--- config.mk ---
export PLATFORM = sky130hd
export DESIGN_NAME = adder_arbiter
export DESIGN_NICKNAME = d
export VERILOG_FILES = /design/src/rtl/adder_arb_pkg.sv /design/src/rtl/adder_arbiter_rr_arbiter.sv /design/src/rtl/adder_arbiter.sv
export SDC_FILE = /design/constraint.sdc
export NUM_CORES = 1
export LEC_CHECK = 0
export ABC_AREA = 1
export CAP_MARGIN = 20
export CORE_MARGIN = 4
export CORE_UTILIZATION = 50
export CTS_CLUSTER_SIZE = 40
export DETAILED_ROUTE_END_ITERATION = 10
export PLACE_DENSITY = 0.86
export SETUP_SLACK_MARGIN = 0.05
export SYNTH_ARGS = -nofsm -noshare
export SYNTH_HDL_FRONTEND = slang
export SYNTH_SLANG_ARGS = --single-unit
--- constraint.sdc ---
create_clock -name clk -period 6.82 [get_ports clk]
set_input_delay 1.364 -clock clk [delete_from_list [all_inputs] [get_ports clk]]
set_output_delay 1.364 -clock clk [all_outputs]
set_load 0.005 [all_outputs]
--- src/rtl/adder_arb_pkg.sv ---
// rtl/adder_arb_pkg.sv - shared FSM state type and result-width constant for adder_arbiter
package adder_arb_pkg;

    // Sequencer states; one operation in flight at a time
    typedef enum logic [1:0] {
        IDLE  = 2'd0,
        ISSUE = 2'd1,
        WAIT  = 2'd2,
        RESP  = 2'd3
    } arb_state_t;

    // Result width is SIZE + RES_EXTRA bits, leaving headroom above the operand width
    localparam int RES_EXTRA = 3;

    // Width of the adder-latency counter; covers ADD_LAT up to 7
    localparam int CNT_W = 3;

endpackage

--- src/rtl/adder_arbiter_rr_arbiter.sv ---
// rtl/adder_arbiter_rr_arbiter.sv - round-robin winner search starting at a priority pointer
module rr_arbiter #(
    parameter int N  = 4,
    parameter int PW = $clog2(N)
) (
    input  logic [N-1:0]  req,
    input  logic [PW-1:0] ptr,
    output logic [N-1:0]  grant,
    output logic          any
);

    logic [PW:0] idx;
    logic        found;

    // Walk upward from ptr with wrap and grant the first active requester
    always_comb begin
        grant = '0;
        found = 1'b0;
        idx   = '0;
        for (int i = 0; i < N; i++) begin
            idx = {1'b0, ptr} + (PW+1)'(i);
            if (idx >= (PW+1)'(N)) begin
                idx = idx - (PW+1)'(N);
            end
            if (!found && req[idx[PW-1:0]]) begin
                grant[idx[PW-1:0]] = 1'b1;
                found              = 1'b1;
            end
        end
    end

    assign any = |req;

endmodule

--- src/rtl/adder_arbiter.sv ---
// rtl/adder_arbiter.sv - shares one adder among NUM_REQ requesters; ADDER_ARB_STATS_EN adds stat_ops
module adder_arbiter
    import adder_arb_pkg::*;
#(
    parameter int NUM_REQ = 4,
    parameter int SIZE    = 4,
    parameter int ADD_LAT = 1
) (
    input  logic                              clk,
    input  logic                              reset,
    input  logic [NUM_REQ-1:0]                req_valid,
    output logic [NUM_REQ-1:0]                req_ready,
    input  logic [NUM_REQ-1:0][SIZE-1:0]      req_a,
    input  logic [NUM_REQ-1:0][SIZE-1:0]      req_b,
    output logic [SIZE-1:0]                   add_a,
    output logic [SIZE-1:0]                   add_b,
    output logic                              add_valid,
    input  logic [SIZE+RES_EXTRA-1:0]         add_c,
    output logic [NUM_REQ-1:0]                rsp_valid,
    output logic [SIZE+RES_EXTRA-1:0]         rsp_c
`ifdef ADDER_ARB_STATS_EN
    ,
    output logic [15:0]                       stat_ops
`endif
);

    localparam int PW = $clog2(NUM_REQ);

    arb_state_t          state;
    logic [PW-1:0]       ptr;
    logic [PW-1:0]       gidx;
    logic [PW-1:0]       next_ptr;
    logic [NUM_REQ-1:0]  grant;
    logic [NUM_REQ-1:0]  owner;
    logic                any;
    logic [CNT_W-1:0]    cnt;

    rr_arbiter #(
        .N  (NUM_REQ),
        .PW (PW)
    ) u_rr (
        .req   (req_valid),
        .ptr   (ptr),
        .grant (grant),
        .any   (any)
    );

    // One-hot grant to index, and the pointer value that follows this winner
    always_comb begin
        gidx = '0;
        for (int i = 0; i < NUM_REQ; i++) begin
            if (grant[i]) begin
                gidx = PW'(i);
            end
        end
        next_ptr = (gidx == PW'(NUM_REQ - 1)) ? '0 : gidx + PW'(1);
    end

    // Accept is only offered while idle and out of reset
    assign req_ready = (state == IDLE && reset) ? grant : '0;

    // Sequencer: grant, issue one strobe, wait out the adder latency, return the result
    always_ff @(posedge clk) begin
        if (!reset) begin
            state     <= IDLE;
            ptr       <= '0;
            owner     <= '0;
            cnt       <= '0;
            add_valid <= 1'b0;
            add_a     <= '0;
            add_b     <= '0;
            rsp_valid <= '0;
            rsp_c     <= '0;
        end else begin
            add_valid <= 1'b0;
            rsp_valid <= '0;
            case (state)
                IDLE: begin
                    if (any) begin
                        add_a     <= req_a[gidx];
                        add_b     <= req_b[gidx];
                        owner     <= grant;
                        ptr       <= next_ptr;
                        add_valid <= 1'b1;
                        state     <= ISSUE;
                    end
                end
                ISSUE: begin
                    cnt   <= CNT_W'(1);
                    state <= WAIT;
                end
                WAIT: begin
                    if (cnt == CNT_W'(ADD_LAT)) begin
                        rsp_c     <= add_c;
                        rsp_valid <= owner;
                        state     <= RESP;
                    end else begin
                        cnt <= cnt + CNT_W'(1);
                    end
                end
                RESP: begin
                    state <= IDLE;
                end
                default: begin
                    state <= IDLE;
                end
            endcase
        end
    end

`ifdef ADDER_ARB_STATS_EN
    // Count completed responses, sticking at all-ones
    always_ff @(posedge clk) begin
        if (!reset) begin
            stat_ops <= '0;
        end else if (state == RESP && stat_ops != 16'hFFFF) begin
            stat_ops <= stat_ops + 16'd1;
        end
    end
`endif

endmodule

# Yosys cells after proc, flatten, opt, wreduce, memory -nomap -nowiden
# Cells that the tools add are included.
dict set report totals {
  output_inout_bits 24
  wordCells 104
  input_bits 45
  regBits 31
}
dict set report op_classes {
  mux 42
  magnitude_cmp 13
  bitwise 3
  reduce_logical 20
  eq_ne 8
  n_addsub 9
}
# op count
set ops {}
lappend ops {{4-bit two-way mux} 7}
lappend ops {{2-bit two-way mux} 9}
lappend ops {{4-bit binary-select mux with 2-bit select} 2}
lappend ops {{2-bit by 3-bit < comparator with 1-bit output (second input constant)} 5}
lappend ops {{1-bit two-way mux} 13}
lappend ops {{4-bit OR} 3}
lappend ops {{2-bit AND reduction} 5}
lappend ops {{3-bit greater-or-equal comparator (second input constant)} 3}
lappend ops {{1-bit binary-select mux with 2-bit select} 4}
lappend ops {{1-bit demux with 2-bit select} 4}
lappend ops {{2-bit by 1-bit greater-or-equal comparator with 1-bit output (second input constant)} 4}
lappend ops {{1-bit logical AND} 8}
lappend ops {{2-bit case mux with 4 select lines} 1}
lappend ops {{2-bit by 1-bit subtractor with 2-bit output (second input constant)} 4}
lappend ops {{2-bit by 2-bit adder with 3-bit output (second input constant)} 2}
lappend ops {{2-bit == test (second input constant)} 3}
lappend ops {{2-bit != test (second input constant)} 3}
lappend ops {{3-bit case mux with 2 select lines} 1}
lappend ops {{4-bit OR reduction} 1}
lappend ops {{2-bit by 1-bit adder with 3-bit output (second input constant)} 1}
lappend ops {{3-bit by 1-bit adder with 3-bit output (second input constant)} 1}
lappend ops {{3-bit by 1-bit == test with 1-bit output (second input constant)} 1}
lappend ops {{2-bit by 3-bit greater-or-equal comparator with 1-bit output (second input constant)} 1}
lappend ops {{1-bit logical NOT} 3}
lappend ops {{other kinds (6)} 6}

# Logic depth before layout (Yosys ltp)
# Gate-level depths: netlist (run 1).
dict set report logic_depth {
  depth_word 19
  depth_mapped 18
  ltp_nobuf 17
}

# Modules after synthesis
# A second synthesis (run 1) with hierarchy kept.
dict set report hier_totals {
  hier_cells 328
  hier_area_um2 2090.8
}
# mod seq_area_each_um2 area_each_um2 cells_per_inst n_inst
set modules_own_cells {}
lappend modules_own_cells {adder_arbiter 620.6 1687.9 254 1}
lappend modules_own_cells {rr_arbiter 0.0 402.9 74 1}

# Worst setup path before layout (run 1)
# OpenSTA, ideal clock, no wires.
dict set report synth_timing {
  path_kind {input to output}
  start {input req_valid[3]}
  end {output req_ready[3]}
  slack_ns 3.150
  arrival_time_ns 2.306
  path_buffers 1
  cell_stages 10
  t_required_ns 5.456
  path_cell_list {nand2_1 nand3_2 nand2_4 nand2_4 nor2_2 nand2_1 nand2_2 nor2_4 buf_2 nor2_1}
}
dict set report synth_via {
  elab_chain_cells 13
  elab_cells_between_ends 25
  cone_classes {mux: 16; bitwise: 3; reduce/logical: 6}
}
# element line
set synth_rtl {}
lappend synth_rtl {{from (decl)} adder_arbiter.sv:11} ;# input logic [NUM_REQ-1:0] req_valid,
lappend synth_rtl {{1-bit binary-select mux with 2-bit select} adder_arbiter_rr_arbiter.sv:25} ;# if (!found && req[idx[PW-1:0]]) begin
lappend synth_rtl {{1-bit two-way mux (not written as such)} adder_arbiter_rr_arbiter.sv:25}
lappend synth_rtl {{1-bit two-way mux} adder_arbiter_rr_arbiter.sv:25}
lappend synth_rtl {{1-bit logical NOT} adder_arbiter_rr_arbiter.sv:25}
lappend synth_rtl {{1-bit logical AND} adder_arbiter_rr_arbiter.sv:25}
lappend synth_rtl {{1-bit two-way mux} adder_arbiter_rr_arbiter.sv:25}
lappend synth_rtl {{1-bit logical NOT} adder_arbiter_rr_arbiter.sv:25}
lappend synth_rtl {{1-bit logical AND} adder_arbiter_rr_arbiter.sv:25}
lappend synth_rtl {{1-bit two-way mux} adder_arbiter_rr_arbiter.sv:25}
lappend synth_rtl {{1-bit logical NOT} adder_arbiter_rr_arbiter.sv:25}
lappend synth_rtl {{1-bit logical AND} adder_arbiter_rr_arbiter.sv:25}
lappend synth_rtl {{4-bit two-way mux (*)} adder_arbiter_rr_arbiter.sv:25}
lappend synth_rtl {{4-bit two-way mux (*)} adder_arbiter.sv:60} ;# assign req_ready = (state == IDLE && reset) ? grant : '0;
lappend synth_rtl {{to (decl)} adder_arbiter.sv:12} ;# output logic [NUM_REQ-1:0] req_ready,
# Every way passes the cells marked *; elsewhere a longest branch is shown, timed or not. The select of a mux whose other input is x is not followed.

# Worst setup path in the final report (run 1)
# Ends and elaborated chain as after synthesis.

==> results of run 1 <==
==> worst max-delay path by stage <==
stage,start,cells past startpoint,slack (ps),to
2_1_floorplan,req_valid[3],10,3150,req_ready[3]
3_3_place_gp,req_valid[2],11,2040,req_ready[3]
3_5_place_dp,req_valid[2],11,1970,req_ready[3]
4_1_cts,req_valid[2],11,1970,req_ready[3]
5_1_grt,req_valid[1],11,1810,req_ready[3]
6_report,req_valid[3],11,1950,req_ready[3]
==> kinds of logic (layout without fill, tap and decap cells) <==
logic type	Yosys count	count (layout)	share of synthesized area
AO/OA/AOI/OAI	28	28	0.0729
buffers and inverters	65	134	0.129
flip-flops	31	31	0.294
adder cells (fa/ha/maj)	12	12	0.0711
AND/OR/NAND/NOR	201	201	0.434
==> critical path, cell delays in order <==
cell and delay (ps):
clkdlybuf4s50_1 520, nand2_1 110, nand3_1 120, nand2_1 80, nand2_1 130, nor2_4 50
nand2_1 90, inv_2 50, nor2_4 410, nor2_1 100, clkdlybuf4s50_1 460
==> flip-flops by register name, summed over array words and instances (netlist names) <==
name and count:
add_b 4, rsp_valid 4, state 2, rsp_c 7, owner 4, ptr 2
add_valid 1, cnt 3, add_a 4
==> synthesized netlist by cell type <==
master | number | area share
o211ai_1 | 1 | 0.0036
o21ai_0 | 15 | 0.036
dfxtp_1 | 31 | 0.29
nand3_2 | 2 | 0.0095
a221oi_1 | 1 | 0.0041
nand2_1 | 74 | 0.13
inv_2 | 3 | 0.0053
a211oi_1 | 2 | 0.0071
o21a_1 | 1 | 0.0036
ha_1 | 12 | 0.071
buf_6 | 3 | 0.016
nand2_2 | 3 | 0.0089
nand4_1 | 1 | 0.0030
nand2_4 | 6 | 0.032
inv_1 | 51 | 0.091
nor4_1 | 1 | 0.0030
buf_2 | 2 | 0.0047
clkinv_1 | 2 | 0.0036
nor2_4 | 3 | 0.016
clkbuf_1 | 3 | 0.0053
nor3_1 | 2 | 0.0047
nand3_1 | 31 | 0.073
inv_4 | 1 | 0.0030
nor2_1 | 67 | 0.12
a21oi_1 | 8 | 0.019
nor2_2 | 11 | 0.033
==> per-layer routing <==
metal | part of all wire | global-route usage
met1 | 0.39 | 0.220
met2 | 0.52 | 0.378
met3 | 0.080 | 0.0689
met4 | 0.0086 | 0.0799
met5 | 0 | 0
==> per-stage QoR <==
stage | power [mW] | hold slack [ps] | setup WS [ps]
2_1_floorplan | 0.983 | 416 | 3150
5_1_grt | 1.52 | 454 | 1810
6_report | 1.39 | 439 | 1950
4_1_cts | 1.39 | 439 | 1970
3_3_place_gp | 1.17 | 423 | 2040
3_5_place_dp | 1.20 | 430 | 1970
==> power groups by stage <==
stage	registers, mW	logic (mW)	clock network, mW
after floorplan	0.270	0.713	0
after global placement	0.276	0.894	0
after detailed placement	0.279	0.918	0
after CTS	0.275	0.928	0.188
after global routing	0.283	1.04	0.194
final	0.275	0.924	0.186
==> cell type report <==
cell class | instances | area, µm² | share of cell area
repair buffers | 69 | 688 | 0.235
clock buffers | 6 | 82.6 | 0.0282
clock inverters | 2 | 35.0 | 0.0120
inverters | 57 | 216 | 0.0740
well taps | 50 | 62.6 | 0.0214
multi-input cells | 241 | 1220 | 0.417
flip-flops and latches | 31 | 621 | 0.212
==> cells in the final DEF (no fill, tap or decap), drive strengths merged <==
cell type,count
clkbuf,6
o21a,1
nor3,2
o21ai,15
nand3,33
inv,55
nor2,81
bufinv,1
a211oi,2
nor4,1
dfxtp,31
ha,12
a221oi,1
clkdlybuf4s50,68
nand2,83
nand4,1
o211ai,1
a21oi,8
clkinv,3
buf,1
==> results_dict.tcl, run 1 <==
set metrics [dict create \
    status "finished, final reports clean" \
    grt_antenna_before_repair 0 \
    start_kind "input port" \
    min_to "rsp_valid[3]" \
    sequentialPowerShare 0.198 \
    max_freq_mhz 206 \
    setup_tns_ps 0 \
    placed_area_um2 2810 \
    io_buffers 68 \
    end_kind "output pin" \
    cts-hold-fix-buffers 0 \
    synth.distinct_cells 26 \
    cts_buffer_depth 2 \
    drv_slew 0 \
    nNetsFinal 462 \
    synth_cells 337 \
    clockPowerShare 0.134 \
    maxCapViolations 0 \
    setup_viol 0 \
    clk_latency_ps 290 \
    dp_cells 448 \
    row_count 23 \
    cp_max_fo 20 \
    syn_avg_cell_area_um2 6.27 \
    syn_area_um2 2110 \
    wire_per_inst_um 11.8 \
    clockRootBuffer "clkbuf_8" \
    grt_max_degree 21 \
    grt_pass1_vias 2094 \
    grt_pass1_wl_mm 8.67 \
    ys_seq_area_frac 0.294 \
    clock-sinks 31 \
    critPathRequiredTime_ps 5460 \
    cts_setup_buffers 0 \
    tightestPinTransition_ps 569 \
    synthToLayoutAreaGrowth_pct 38.5 \
    die_area_um2 5330 \
    cts_buffers 5 \
    reg2reg_slack_ps 4090 \
    final_util 0.726 \
    grt_use_total 0.208 \
    hold_depth 2 \
    ant_nets 0 \
    maxSlewHeadroom 0.619 \
    p_sw_mw 0.680 \
    drt_iter0_drc 103 \
    internal_power_mw 0.705 \
    viasPerCell 4.82 \
    fillerInstances 339 \
    skew_ps 8.73 \
    path_class "input port to output pin" \
    rsz0062_at_grt "false" \
    p_leak_nw 1.47 \
    ios 69 \
    fin_cells 456 \
    htree_levels 2 \
    r2r_end "add_b[3]" \
    die_h_um 73.0 \
    p_sw_frac 0.491 \
    regToRegStartpoint "ptr[1]" \
    cts_tree "yes" \
    vdd_ir_drop_max_mv 0.244 \
    antenna-diode-count 0 \
    synth-seq-cells 31 \
    hp-start "owner[3]" \
    wirelength_mm 5.36 \
    drtPass1Iterations 4 \
    start_util 0.524 \
    yosysWarnings 0 \
    num_vias 2199 \
    drc 0 \
    place_congestion 0.865 \
    fin_area_um2 2930 \
    post_cts_resized 0 \
    finalHoldViolations 0 \
    fin_crit_ps 4870 \
    overflow 0 \
    period_share 0.713 \
    die_x_um 73.0 \
    min_path_type "flip-flop to flip-flop" \
    r2r_cells 16 \
    coreArea_um2 4030 \
    clk_pin_slew_ps 60 \
    combPwrFrac 0.667 \
    p_per_area_nw_per_um2 474 \
    critPathArrivalTime_ps 3500 \
    mappedNetlistNets 394 \
    hpwl_mm 4.11 \
    drive_gt1_frac 0.0936 \
]
Power figures use the tool's default switching activity.
==> inputs of run 2 (changes only) <==
Settings changed: CORE_UTILIZATION 50 to 42, PLACE_DENSITY 0.86 to 0.77.
Clock period 6.82 ns to 4.4 ns, I/O delays scaled along.
==> run 2 against run 1 <==
Effect of this change:
- clock skew down 5.5 ps
- power increased by 53%
- cell count grew 4.2%
- critical path depth increased by 1
- die area grew 17%
- largest power group unchanged
- register-to-register slack got worse by 2400 ps
- worst hold slack better by 16 ps
- first-iteration DRC count rose by 50%
- final area rose by 0.77%
- setup slack worse by 1200 ps
- clock power up 37%
==> results_dict.tcl, run 2 (synthesis gave the netlist of run 1 again) <==
set metrics [dict create \
    regMostFlops "rsp_c" \
    skew_ps 3.22 \
    min_path_type "flip-flop to flip-flop" \
    cts-hold-fix-buffers 0 \
    grt_antenna_before_repair 0 \
    grt_use_total 0.174 \
    dp_slack_ps 744 \
    cp_max_fo 12 \
    end_kind "output pin" \
    finalPower_mw 2.12 \
    num_vias 2163 \
    cts_setup_buffers 0 \
    p_sw_mw 1.06 \
    critPathArrivalTime_ps 2800 \
    ios 69 \
    drv_slew 0 \
    drt_iter0_drc 155 \
    fin_cells 475 \
    clk_latency_ps 280 \
    start_util 0.441 \
    finalHoldViolations 0 \
    dp_cells 467 \
    overflow 0 \
    die_h_um 78.9 \
    ant_nets 0 \
    synthToLayoutAreaGrowth_pct 39.6 \
    rsz0062_at_grt "false" \
    combPwrFrac 0.679 \
    wirelength_mm 5.32 \
    nNetsFinal 464 \
    clockRootBuffer "clkbuf_8" \
    largest_reg_flops 7 \
    sequentialPowerShare 0.201 \
    final_common_cell "nand2_1" \
    place_congestion 0.911 \
    drtPass1Iterations 4 \
    internal_power_mw 1.06 \
    die_x_um 78.9 \
    drive_gt1_frac 0.0980 \
    die_area_um2 6230 \
    fin_crit_ps 3680 \
    tightestPinTransition_ps 535 \
    hpwl_mm 4.11 \
    cts_buffers 5 \
    maxSlewHeadroom 0.642 \
    clockPowerShare 0.120 \
    io_buffers 68 \
    vdd_ir_drop_max_mv 0.410 \
    clock-sinks 31 \
    setup_viol 0 \
    fillerInstances 460 \
    antenna-diode-count 0 \
    grt_pass1_vias 2011 \
    max_freq_mhz 271 \
    htree_levels 2 \
    p_sw_frac 0.500 \
    p_per_area_nw_per_um2 720 \
    viasPerCell 4.55 \
    period_share 0.837 \
    coreArea_um2 4790 \
    path_class "flip-flop to output pin" \
    cts_tree "yes" \
    grt_pass1_wl_mm 8.83 \
    setup_ws_ps 716 \
    grt_max_degree 21 \
    post_cts_resized 0 \
    wire_per_inst_um 11.2 \
    row_count 25 \
    maxCapViolations 0 \
    drc 0 \
    critPathRequiredTime_ps 3520 \
    final_cell_mix "74 x nand2_1, 68 x clkdlybuf4s50_1, 67 x nor2_1, 51 x inv_1" \
    p_leak_nw 1.47 \
    start_kind "flip-flop" \
    setup_tns_ps 0 \
    status "finished, final reports clean" \
    clk_pin_slew_ps 70 \
    cts_buffer_depth 2 \
]
-- run 2: power by group through the flow --
stage | logic [mW] | clock network, mW | registers (mW)
3_5_place_dp | 1.44 | 0 | 0.432
2_1_floorplan | 1.11 | 0 | 0.419
3_3_place_gp | 1.42 | 0 | 0.430
5_1_grt | 1.65 | 0.273 | 0.437
4_1_cts | 1.45 | 0.261 | 0.427
6_report | 1.44 | 0.254 | 0.427
-- run 2: through the flow --
step / util / cell area, µm² / hold WS (ps)
after floorplan: - / 2110 / 416
after global placement: 0.594 / 2840 / 436
after detailed placement: 0.594 / 2840 / 447
after CTS: 0.616 / 2950 / 460
after global routing: 0.616 / 2950 / 470
final: 0.616 / 2950 / 455
-- run 2: worst paths after layout --
kind,to,from,cells after the start,slack (ps)
worst max-delay path,req_ready[2],ptr[0],12,720
worst min-delay path,rsp_valid[3],owner[3],2,460
worst max register to register,add_a[3],ptr[0],16,1710
worst min register to register,rsp_valid[3],owner[3],2,460
-- run 2: layer usage --
layer / global-route usage / wire (µm)
met5: 0 / 0
met2: 0.292 / 2460
met4: 0.0464 / 48
met3: 0.0488 / 415
met1: 0.220 / 2400
-- run 2: worst max-delay path, stage by stage (launching register included) --
cell and delay [ps]:
dfxtp_1 630, inv_4 130, ha_1 370, inv_1 110, nand3_1 80, nand2_1 130, nand2_4 80, nor2_2 130
nand2_1 80, nand2_1 120, nor2_4 60, nor2_1 80, clkdlybuf4s50_1 500
-- run 2: final cells by class --
cell class	instances	area (µm²)	share of cell area
Multi-Input combinational cell	241	1220	0.414
Timing Repair Buffer	71	703	0.239
Sequential cell	31	621	0.211
Inverter	57	216	0.0734
Clock buffer	7	96.3	0.0327
Tap cell	67	83.8	0.0284
Clock inverter	1	7.51	0.00255
==> inputs of run 3 (changes only) <==
Clock period 4.4 ns to 3.2 ns, I/O delays scaled along.
==> run 3 against run 2 <==
Effect of this change:
- clock skew rose by 2.1 ps
- final area grew 2.5%
- worst hold slack got worse by 9.1 ps
- critical path type unchanged
- die area stayed put
- power grew 44%
- wire length increased by 0.34%
- sequential power is 30% higher
- combinational power increased by 46%
- first-iteration DRC count down 6.5%
- count of clock-buffer cells in the layout shrank 1
- sequential cell count unchanged
- via count is 1.4% higher
==> results_dict.tcl, run 3 (synthesis gave the netlist of run 1 again) <==
set metrics [dict create \
    die_h_um 78.9 \
    wl_met1_mm 2.38 \
    ios 69 \
    die_x_um 78.9 \
    drv_slew 0 \
    drt_iter0_drc 145 \
    io_buffers 68 \
    largest_reg_flops 7 \
    rsz0062_at_grt "false" \
    cts_buffer_depth 2 \
    end_kind "output pin" \
    worstPathCellList "inv_4, ha_4, inv_1, nand3_1, nand2_1, nand2_4, nor2_4, nand2_1, nand4_1, inv_1, nor2_1, clkdlybuf4s50_1" \
    setup_tns_ps 0 \
    grt_max_degree 21 \
    crit_slowest_cell "clkdlybuf4s50_1" \
    grt_pass1_wl_mm 8.85 \
    nNetsFinal 468 \
    path_class "flip-flop to output pin" \
    grt_antenna_before_repair 0 \
    num_vias 2194 \
    grt_pass1_vias 1996 \
    grt_use_total 0.176 \
    fin_area_um2 3020 \
    place_congestion 0.888 \
    ant_nets 0 \
    drtPass1Iterations 4 \
    p_leak_nw 1.53 \
    met2_length_mm 2.54 \
    cts-hold-fix-buffers 0 \
    vdd_ir_drop_max_mv 0.733 \
    maxCapViolations 0 \
    highest_layer "met4" \
    die_area_um2 6230 \
    drc 0 \
    p_per_area_nw_per_um2 1010 \
    status "finished, final reports clean" \
    period_share 0.923 \
    hpwl_mm 4.08 \
    start_util 0.441 \
    synthToLayoutAreaGrowth_pct 43.1 \
    start_kind "flip-flop" \
    cts_buffers 5 \
    row_count 25 \
    viasPerCell 4.58 \
    setup_viol 0 \
    final_cell_mix "71 x nand2_1, 67 x nor2_1, 64 x clkdlybuf4s50_1, 50 x inv_1" \
    cp_max_fo 9 \
    critPathRequiredTime_ps 2560 \
    cp_slowest_stage_delay_ps 510 \
    coreArea_um2 4790 \
    clock-sinks 31 \
    wl_met3_um 376 \
    min_path_type "flip-flop to flip-flop" \
    clk_pin_slew_ps 70 \
    cts_tree "yes" \
    critPathArrivalTime_ps 2310 \
    max_freq_mhz 339 \
    tightestPinTransition_ps 492 \
    overflow 0 \
    final_common_cell "nand2_1" \
    skew_ps 5.31 \
    regMostFlops "rsp_c" \
    drive_gt1_frac 0.119 \
    maxSlewHeadroom 0.671 \
    placed_area_um2 2870 \
    wirelength_mm 5.33 \
    wire_per_inst_um 11.1 \
    htree_levels 2 \
    clockRootBuffer "clkbuf_8" \
    fin_crit_ps 2950 \
    antenna-diode-count 0 \
    finalHoldViolations 0 \
    clk_latency_ps 280 \
]
==> run 3: per-layer routing <==
layer,global-route usage,up-vias
met5,0,-
met4,0.0412,0
met3,0.0465,5
met2,0.301,62
met1,0.221,954
li1,-,1173
==> run 3: critical path, delay by kind of cell (launching register included) <==
kind                     cells  cell delay [ps]
adder cells (fa/ha/maj)      1              260
buffers and inverters        4              740
flip-flops                   1              370
AND/OR/NAND/NOR              7              680
==> run 3: cell type report <==
type | instances | area, µm²
fill | 446 | 1760
multi-input combinational | 241 | 1240
timing repair buffer | 75 | 739
sequential | 31 | 621
inverter | 57 | 216
tap | 67 | 83.8
clock buffer | 6 | 82.6
clock inverter | 2 | 35.0
==> run 3: per-stage QoR <==
step	hold WS [ps]	cells	setup WS, ps	power (mW)	utilization
floorplan	416	337	725	2.10	-
global placement	431	471	65.7	2.57	0.601
detailed placement	437	471	33.2	2.61	0.601
CTS	448	479	56.1	3.02	0.625
global route	474	479	85.0	3.37	0.632
finish	446	479	246	3.05	0.632
==> run 3: path summary, 6_finish.rpt <==
check             startpoint           end  depth (start not counted)  slack, ps
setup / recovery      ptr[0]  req_ready[0]                         12        250
hold / removal      owner[3]  rsp_valid[3]                          2        450
hold reg to reg     owner[3]  rsp_valid[3]                          2        450
setup reg to reg      ptr[0]      add_b[1]                         16        920
==> run 3: where the power goes <==
part           total [mW]  internal [mW]  switching, mW
Combinational        2.10          0.814           1.29
Sequential          0.556          0.503         0.0534
Clock               0.392          0.252          0.141
Total                3.05           1.57           1.48
==> run 3: timing repair <==
action                                  in CTS  in global routing
pin swaps                                    0                  0
resized for setup                            2                  8
endpoints found under the setup margin       2                  4
buffers inserted                             0                  0
gates cloned                                 0                  0
